### config.mk
export PLATFORM = sky130hd
export DESIGN_NAME = register_dump_unit_flat
export DESIGN_NICKNAME = d
export VERILOG_FILES = /design/src/rtl/register_dump_unit_pkg.sv /design/src/rtl/register_dump_unit_if.sv /design/src/rtl/register_dump_unit_word_serializer.sv /design/src/rtl/register_dump_unit.sv /design/src/flat_wrapper.sv
export SDC_FILE = /design/constraint.sdc
export NUM_CORES = 1
export LEC_CHECK = 0
export BUFFER_PORTS_ARGS = -buffer_cell sky130_fd_sc_hd__buf_4
export CAP_MARGIN = 5
export CELL_PAD_IN_SITES_DETAIL_PLACEMENT = 0
export CELL_PAD_IN_SITES_GLOBAL_PLACEMENT = 1
export CORE_MARGIN = 10
export CORE_UTILIZATION = 35
export CTS_CLUSTER_DIAMETER = 100
export CTS_CLUSTER_SIZE = 40
export DETAILED_ROUTE_END_ITERATION = 7
export PLACE_DENSITY_LB_ADDON = 0.2
export SLEW_MARGIN = 20
export SYNTH_ARGS = -nofsm -noshare
export SYNTH_HDL_FRONTEND = slang
export SYNTH_HIERARCHICAL = 1
export SYNTH_SLANG_ARGS = --single-unit
### constraint.sdc
create_clock -name i_clock -period 1.8 [get_ports i_clock]
set_clock_uncertainty 0.1 [all_clocks]
set_input_delay 0.36 -clock i_clock [delete_from_list [all_inputs] [get_ports i_clock]]
set_output_delay 0.36 -clock i_clock [all_outputs]
set_load 0.02 [all_outputs]
### src/rtl/register_dump_unit_pkg.sv
// Shared types and constants for the register dump unit.
// Latency: n/a (declarations only).
// Backpressure: n/a.
package register_dump_unit_pkg;

    localparam int NB_DATA_DEF        = 32;
    localparam int NB_REG_ADDRESS_DEF = 5;
    localparam int N_REGS_DEF         = 32;
    localparam int NB_BYTE_DEF        = 8;

    localparam logic [7:0] HEADER_BYTE    = 8'hA5;
    localparam int         BYTES_PER_WORD = NB_DATA_DEF / NB_BYTE_DEF;

    typedef enum logic [2:0] {
        ST_IDLE,
        ST_SET_ADDR,
        ST_LATCH,
        ST_SEND,
        ST_NEXT,
        ST_DONE,
        ST_HEADER
    } dump_state_t;

    function automatic int bytes_per_word(input int nb_data, input int nb_byte);
        return nb_data / nb_byte;
    endfunction

endpackage

### src/rtl/register_dump_unit_if.sv
// Register-file debug read port plus byte stream toward the UART transmitter.
// Latency: n/a (wiring only).
// Backpressure: tx_valid/tx_ready handshake on the byte stream.
interface register_dump_unit_if
    import register_dump_unit_pkg::*;
#(
    parameter int NB_DATA        = NB_DATA_DEF,
    parameter int NB_REG_ADDRESS = NB_REG_ADDRESS_DEF,
    parameter int NB_BYTE        = NB_BYTE_DEF
);
    logic [NB_REG_ADDRESS-1:0] direc_lectura_debug;
    logic [NB_DATA-1:0]        dato_debug;
    logic [NB_BYTE-1:0]        tx_data;
    logic                      tx_valid;
    logic                      tx_ready;

    modport master (
        output direc_lectura_debug,
        input  dato_debug,
        output tx_data,
        output tx_valid,
        input  tx_ready
    );

    modport slave (
        input  direc_lectura_debug,
        output dato_debug,
        input  tx_data,
        input  tx_valid,
        output tx_ready
    );
endinterface

### src/rtl/register_dump_unit_word_serializer.sv
// Loads a word and emits it MSB byte first on a valid/ready stream.
// Latency: first byte valid the cycle after load_i; one byte per cycle with ready high.
// Backpressure: data and valid are held until tx_ready_i; valid never drops without a transfer.
module register_dump_unit_word_serializer
    import register_dump_unit_pkg::*;
#(
    parameter int NB_DATA = NB_DATA_DEF,
    parameter int NB_BYTE = NB_BYTE_DEF
) (
    input  logic               i_clock,
    input  logic               i_reset,
    input  logic               load_i,
    input  logic               load_single_i,
    input  logic [NB_DATA-1:0] load_word_i,
    input  logic               tx_ready_i,
    output logic [NB_BYTE-1:0] tx_data_o,
    output logic               tx_valid_o,
    output logic               last_byte_sent_o
);
    localparam int BPW   = bytes_per_word(NB_DATA, NB_BYTE);
    localparam int CNT_W = (BPW > 1) ? $clog2(BPW) : 1;
    localparam logic [CNT_W-1:0] LAST_CNT = CNT_W'(BPW - 1);

    logic [NB_DATA-1:0] shift_q, shift_d;
    logic [CNT_W-1:0]   cnt_q, cnt_d;
    logic               valid_q, valid_d;
    logic               xfer;

    assign xfer             = valid_q && tx_ready_i;
    assign last_byte_sent_o = xfer && (cnt_q == LAST_CNT);
    assign tx_data_o        = shift_q[NB_DATA-1 -: NB_BYTE];
    assign tx_valid_o       = valid_q;

    always_comb begin
        shift_d = shift_q;
        cnt_d   = cnt_q;
        valid_d = valid_q;
        if (load_i) begin
            // A single-byte load starts on the last count so it ends after one transfer
            shift_d = load_word_i;
            cnt_d   = load_single_i ? LAST_CNT : '0;
            valid_d = 1'b1;
        end else if (xfer) begin
            if (cnt_q == LAST_CNT) begin
                valid_d = 1'b0;
            end else begin
                shift_d = shift_q << NB_BYTE;
                cnt_d   = cnt_q + CNT_W'(1);
            end
        end
    end

    always_ff @(posedge i_clock) begin
        if (i_reset) begin
            shift_q <= '0;
            cnt_q   <= '0;
            valid_q <= 1'b0;
        end else begin
            shift_q <= shift_d;
            cnt_q   <= cnt_d;
            valid_q <= valid_d;
        end
    end

endmodule

### src/rtl/register_dump_unit.sv
// Dumps registers 0..N_REGS-1 MSB byte first on a byte stream; REG_DUMP_HEADER_EN prepends 8'hA5.
// Latency: first byte valid 2 cycles after start (1 with header); 7 cycles per register at full rate.
// Backpressure: stalls in place while tx_ready is low; start is ignored while busy.
module register_dump_unit
    import register_dump_unit_pkg::*;
#(
    parameter int NB_DATA        = NB_DATA_DEF,
    parameter int NB_REG_ADDRESS = NB_REG_ADDRESS_DEF,
    parameter int N_REGS         = N_REGS_DEF,
    parameter int NB_BYTE        = NB_BYTE_DEF
) (
    input  logic                 i_clock,
    input  logic                 i_reset,
    input  logic                 i_start,
    register_dump_unit_if.master dbg_if,
    output logic                 o_busy,
    output logic                 o_done
);
    localparam logic [NB_REG_ADDRESS-1:0] ADDR_LAST = NB_REG_ADDRESS'(N_REGS - 1);

    dump_state_t               state_q, state_d;
    logic [NB_REG_ADDRESS-1:0] addr_q, addr_d;
    logic                      ser_load;
    logic                      ser_single;
    logic [NB_DATA-1:0]        ser_word;
    logic                      ser_last;

    register_dump_unit_word_serializer #(
        .NB_DATA (NB_DATA),
        .NB_BYTE (NB_BYTE)
    ) u_serializer (
        .i_clock          (i_clock),
        .i_reset          (i_reset),
        .load_i           (ser_load),
        .load_single_i    (ser_single),
        .load_word_i      (ser_word),
        .tx_ready_i       (dbg_if.tx_ready),
        .tx_data_o        (dbg_if.tx_data),
        .tx_valid_o       (dbg_if.tx_valid),
        .last_byte_sent_o (ser_last)
    );

    assign dbg_if.direc_lectura_debug = addr_q;
    assign o_busy                     = (state_q != ST_IDLE);
    assign o_done                     = (state_q == ST_DONE);

    always_comb begin
        state_d    = state_q;
        addr_d     = addr_q;
        ser_load   = 1'b0;
        ser_single = 1'b0;
        ser_word   = '0;
        unique case (state_q)
            ST_IDLE: begin
                if (i_start) begin
                    addr_d  = '0;
`ifdef REG_DUMP_HEADER_EN
                    state_d = ST_HEADER;
`else
                    state_d = ST_SET_ADDR;
`endif
                end
            end
            ST_HEADER: begin
                // Load on the entry cycle only; afterwards wait for the single byte to go out
                if (!dbg_if.tx_valid) begin
                    ser_load   = 1'b1;
                    ser_single = 1'b1;
                    ser_word   = NB_DATA'(HEADER_BYTE) << (NB_DATA - NB_BYTE);
                end else if (ser_last) begin
                    state_d = ST_SET_ADDR;
                end
            end
            ST_SET_ADDR: state_d = ST_LATCH;
            ST_LATCH: begin
                ser_load = 1'b1;
                ser_word = dbg_if.dato_debug;
                state_d  = ST_SEND;
            end
            ST_SEND: begin
                if (ser_last) state_d = ST_NEXT;
            end
            ST_NEXT: begin
                if (addr_q == ADDR_LAST) begin
                    state_d = ST_DONE;
                end else begin
                    addr_d  = addr_q + NB_REG_ADDRESS'(1);
                    state_d = ST_SET_ADDR;
                end
            end
            ST_DONE: state_d = ST_IDLE;
            default: state_d = ST_IDLE;
        endcase
    end

    always_ff @(posedge i_clock) begin
        if (i_reset) begin
            state_q <= ST_IDLE;
            addr_q  <= '0;
        end else begin
            state_q <= state_d;
            addr_q  <= addr_d;
        end
    end

endmodule
### src/flat_wrapper.sv
// flat-port wrapper written by rule: the top's interface ports become plain ports
module register_dump_unit_flat import register_dump_unit_pkg::*;
#(
    parameter int NB_DATA        = NB_DATA_DEF,
    parameter int NB_REG_ADDRESS = NB_REG_ADDRESS_DEF,
    parameter int N_REGS         = N_REGS_DEF,
    parameter int NB_BYTE        = NB_BYTE_DEF
)
  (i_clock, i_reset, i_start, o_busy, o_done, dbg_if_direc_lectura_debug, dbg_if_dato_debug, dbg_if_tx_data, dbg_if_tx_valid, dbg_if_tx_ready);
  register_dump_unit_if #(.NB_DATA(NB_DATA), .NB_REG_ADDRESS(NB_REG_ADDRESS), .NB_BYTE(NB_BYTE)) dbg_if_i ();
  input  logic i_clock;
  input  logic i_reset;
  input  logic i_start;
  output logic o_busy;
  output logic o_done;
  output wire logic [$bits(dbg_if_i.direc_lectura_debug)-1:0] dbg_if_direc_lectura_debug;
  input wire logic [$bits(dbg_if_i.dato_debug)-1:0] dbg_if_dato_debug;
  output wire logic [$bits(dbg_if_i.tx_data)-1:0] dbg_if_tx_data;
  output wire logic [$bits(dbg_if_i.tx_valid)-1:0] dbg_if_tx_valid;
  input wire logic [$bits(dbg_if_i.tx_ready)-1:0] dbg_if_tx_ready;
  assign dbg_if_direc_lectura_debug = dbg_if_i.direc_lectura_debug;
  assign dbg_if_i.dato_debug = dbg_if_dato_debug;
  assign dbg_if_tx_data = dbg_if_i.tx_data;
  assign dbg_if_tx_valid = dbg_if_i.tx_valid;
  assign dbg_if_i.tx_ready = dbg_if_tx_ready;
  register_dump_unit #(.NB_DATA(NB_DATA), .NB_REG_ADDRESS(NB_REG_ADDRESS), .N_REGS(N_REGS), .NB_BYTE(NB_BYTE)) u_core (.i_clock(i_clock), .i_reset(i_reset), .i_start(i_start), .dbg_if(dbg_if_i), .o_busy(o_busy), .o_done(o_done));
endmodule
==> flow_summary_export.csv <==
group,metric,value,unit
outcome,status,"finished with violations",
outcome,violations,"setup timing",
worst_setup_path,crit_end,"u_core/dbg_if.direc_lectura_debug[2]$_SDFFE_PP0P_",
clock_network,htreeDepth,2,
worst_setup_path,worstRegToRegCells,7,
worst_setup_path,cp-start-kind,"flop",
synthesis,ys_warn_count,6,
clock_network,clkSinkCount,43,
synthesis,syn-cell-area,2476,µm²
clock_network,clk_path_buf_depth,2,
finish,syn_to_final_growth,27.59,%
sta,rsz0062_at_grt,"true",
synthesis,yosysTopAreaCell,"dfxtp_1",
synthesis,yosysSeqAreaShare,0.3477,
floorplanning,die_x,104.1,µm
finish,ff_latch_area,868.3,µm²
clock_network,cts.reportedPaths.clkPinSlew,0.08,ns
global_routing,grt_pass1_vias,2025,
sta,worst_slack,-0.07062,ns
worst_setup_path,crit_slowest_cell,"dfxtp_4",
sta,whs,0.2257,ns
run,cap_violations,0,
routing,ant_nets,0,
sta,slew_violations,0,
routing,first_iter_violations,77,
sta,setup_tns,-0.1077,ns
floorplanning,fp.dieArea,10840,µm²
finish,nNetsFinal,373,
routing,drc_errors,0,
global_routing,grtUsageMet2,0.1658,
routing,avgViaCountPerCell,4.673,
routing,drtPass1Iterations,4,
worst_setup_path,crit_type,"reg -> reg",
floorplanning,dieHeight,104.1,µm
sta,period_needed,1.871,ns
min_path,hold_path_depth,2,
floorplanning,rows,30,
worst_setup_path,critPathCaptureType,"flop",
worst_setup_path,path_common_cell,"ha_4",
global_routing,overflow,0,
global_routing,grt_pass1_wl,9.763,mm
floorplanning,io_pins,52,
worst_setup_path,max_stage_delay,0.36,ns
placed_design,port_buffers,51,
sta,worst_slew_pin_slew,0.3344,ns
clock_network,numCtsBuffers,5,
worst_setup_path,cp.arrival,2.00,ns
global_routing,grt_antenna_before_repair,0,
sta,fmax,0.5346,GHz
sta,final-setup-viol-count,2,
finish,multiInputGateArea,1358,µm²
worst_setup_path,timing.rr.start,"u_core/dbg_if.direc_lectura_debug[1]$_SDFFE_PP0P_",
finish,layout-drive-gt1-share,0.3910,
global_routing,use_met1,0.1362,
placed_design,dp.final_hpwl,4.097,mm
power_and_ir_drop,power_density,720.3,nW/µm²
finish,fillers,710,
finish,diodes,0,
synthesis,synth_nets,325,
synthesis,postSynthCellCount,286,
worst_setup_path,cp_max_fo,2,
sta,finalHoldViolations,0,
clock_network,cts_root_buf,"clkbuf_8",
floorplanning,initial_core_util,0.3625,
global_routing,grt_max_degree,44,
placed_design,place.gp.congestion,0.7682,
global_routing,grt-busiest-layer,"met2",
synthesis,synth_area_leaders,"dfxtp_1 (35%), a221oi_2 (12%), and2_1 (7.1%)",
power_and_ir_drop,p_leak,1.199,nW
sta,relSlewSlack,0.7771,
synthesis,avgSynthCellArea,8.658,µm²
routing,num_vias,2014,
min_path,hp-class,"in -> reg",
global_routing,use_met3,0.02416,
routing,wirelength,5.670,mm
clock_network,cts_tree,"yes",
finish,final_cell_mix,"buf_4 (70), dfxtp_1 (41), nand2_1 (38)",
worst_setup_path,startpoint,"u_core/dbg_if.direc_lectura_debug[1]$_SDFFE_PP0P_",
finish,layout_commonest_cell,"buf_4",
floorplanning,core,6832,µm²
routing,wire_per_inst,13.16,µm
synthesis,ys_ff_latch,43,
synthesis,synth_cell_type_count,38,
worst_setup_path,r2r_end,"u_core/dbg_if.direc_lectura_debug[2]$_SDFFE_PP0P_",
power_and_ir_drop,irDropWorstVdd,0.3041,mV
global_routing,track_usage,0.1052,
sta,post-route-period-util,1.039,
worst_setup_path,ff2ff_setup_slack,-0.07,ns
synthesis,synth_top_area_share,0.3477,
clock_network,clk_latency,0.30,ns
worst_setup_path,crit_chain,"ha_4 > and3_4 > ha_4 > nand2b_4 > a211o_1 > or3_1 > a31oi_1",
clock_network,holdBufCountCts,0,
worst_setup_path,crit_required,1.93,ns
worst max-delay path, delay by kind of cell, from the launching register on:
kind                     cells  cell delay [ns]
AO/OA/AOI/OAI                2             0.41
adder cells (fa/ha/maj)      2             0.30
AND/OR/NAND/NOR              3             0.63
flip-flops                   1             0.36
cell type report:
cell class,count,share of cell area
sequential,43,0.2749
multi-input combinational,183,0.4297
timing repair buffer,74,0.1917
tap,96,0.03802
clock buffer,7,0.02416
clock inverter,1,0.009505
inverter,27,0.03208
cells by family (layout without fill, tap and decap cells):
logic type	count (synthesis)	in the layout	synth area share
buffers and inverters	60	109	0.1283
and+or+nand+nor	100	100	0.2122
xor gates and xnor gates	1	1	0.003538
DFF	43	43	0.3477
AOI/OAI and AO/OA	77	77	0.2845
muxes	2	2	0.008590
adders and majority gates	3	3	0.01516
Yosys cell counts (all sizes together):
cell and count:
dfxtp 43, a21oi 39, nand2 38, and2 28
inv 27, a221oi 24, buf 22, clkbuf 11
nand3b 10, nor2 10, a21o 4, nand2b 4
a22oi 3, ha 3, nand3 3, and3 2
nor3 2, a211o 1, a211oi 1, a21boi 1
a31oi 1, a41oi 1, and3b 1, mux2 1
mux2i 1, nor4 1, o21a 1, o311a 1
or3 1, xnor2 1
state kept, by name, indices dropped and copies added, names as in the netlist:
| register | count |
|---|---|
| u_core/u_serializer/shift_q | 32 |
| u_core/state_q | 3 |
| u_core/u_serializer/tx_valid_o | 1 |
| u_core/dbg_if.direc_lectura_debug | 5 |
| u_core/u_serializer/cnt_q | 2 |
worst min path at each step:
| stage | startpoint | end | slack, ns |
|---|---|---|---|
| 6_report | i_start | u_core/state_q[0]$_SDFFE_PP0P_ | 0.23 |
| 5_1_grt | i_start | u_core/state_q[0]$_SDFFE_PP0P_ | 0.24 |
| 4_1_cts | i_start | u_core/state_q[0]$_SDFFE_PP0P_ | 0.22 |
| 3_5_place_dp | u_core/u_serializer/shift_q[30]$_SDFFE_PP0P_ | u_core/u_serializer/shift_q[30]$_SDFFE_PP0P_ | 0.36 |
| 3_3_place_gp | u_core/u_serializer/shift_q[23]$_SDFFE_PP0P_ | u_core/u_serializer/shift_q[23]$_SDFFE_PP0P_ | 0.36 |
| 2_1_floorplan | u_core/u_serializer/cnt_q[1]$_SDFFE_PP0P_ | u_core/u_serializer/cnt_q[1]$_SDFFE_PP0P_ | 0.34 |
metal layers:
metal  up-vias  share of wire
met5         -              0
met4         0          0.012
met3         7          0.037
met2        37           0.46
met1       909           0.49
li1       1061              -
power breakdown:
group          internal [mW]  total [mW]  switching, mW
clock network          0.416       0.747          0.332
registers               1.01        1.05         0.0381
logic                  0.231       0.481          0.250
stage by stage:
| step | std cells | utilization | power [mW] | setup slack, ns | area [µm²] |
|---|---|---|---|---|---|
| CTS | 429 | 0.4595 | 2.310 | -0.1107 | 3139 |
| floorplan | 286 | - | 1.408 | -0.09655 | 2521 |
| global placement | 421 | 0.4434 | 1.556 | -0.02067 | 3029 |
| global route | 431 | 0.4625 | 2.394 | -0.1236 | 3159 |
| detailed placement | 421 | 0.4434 | 1.559 | -0.09046 | 3029 |
| finish | 431 | 0.4625 | 2.276 | -0.07062 | 3159 |
repair_timing:
action	CTS	global route
gates resized for setup	1	1
setup buffers	0	2
setup endpoints to repair	5	8
pin swaps	2	1
Power figures use the tool's default switching activity.
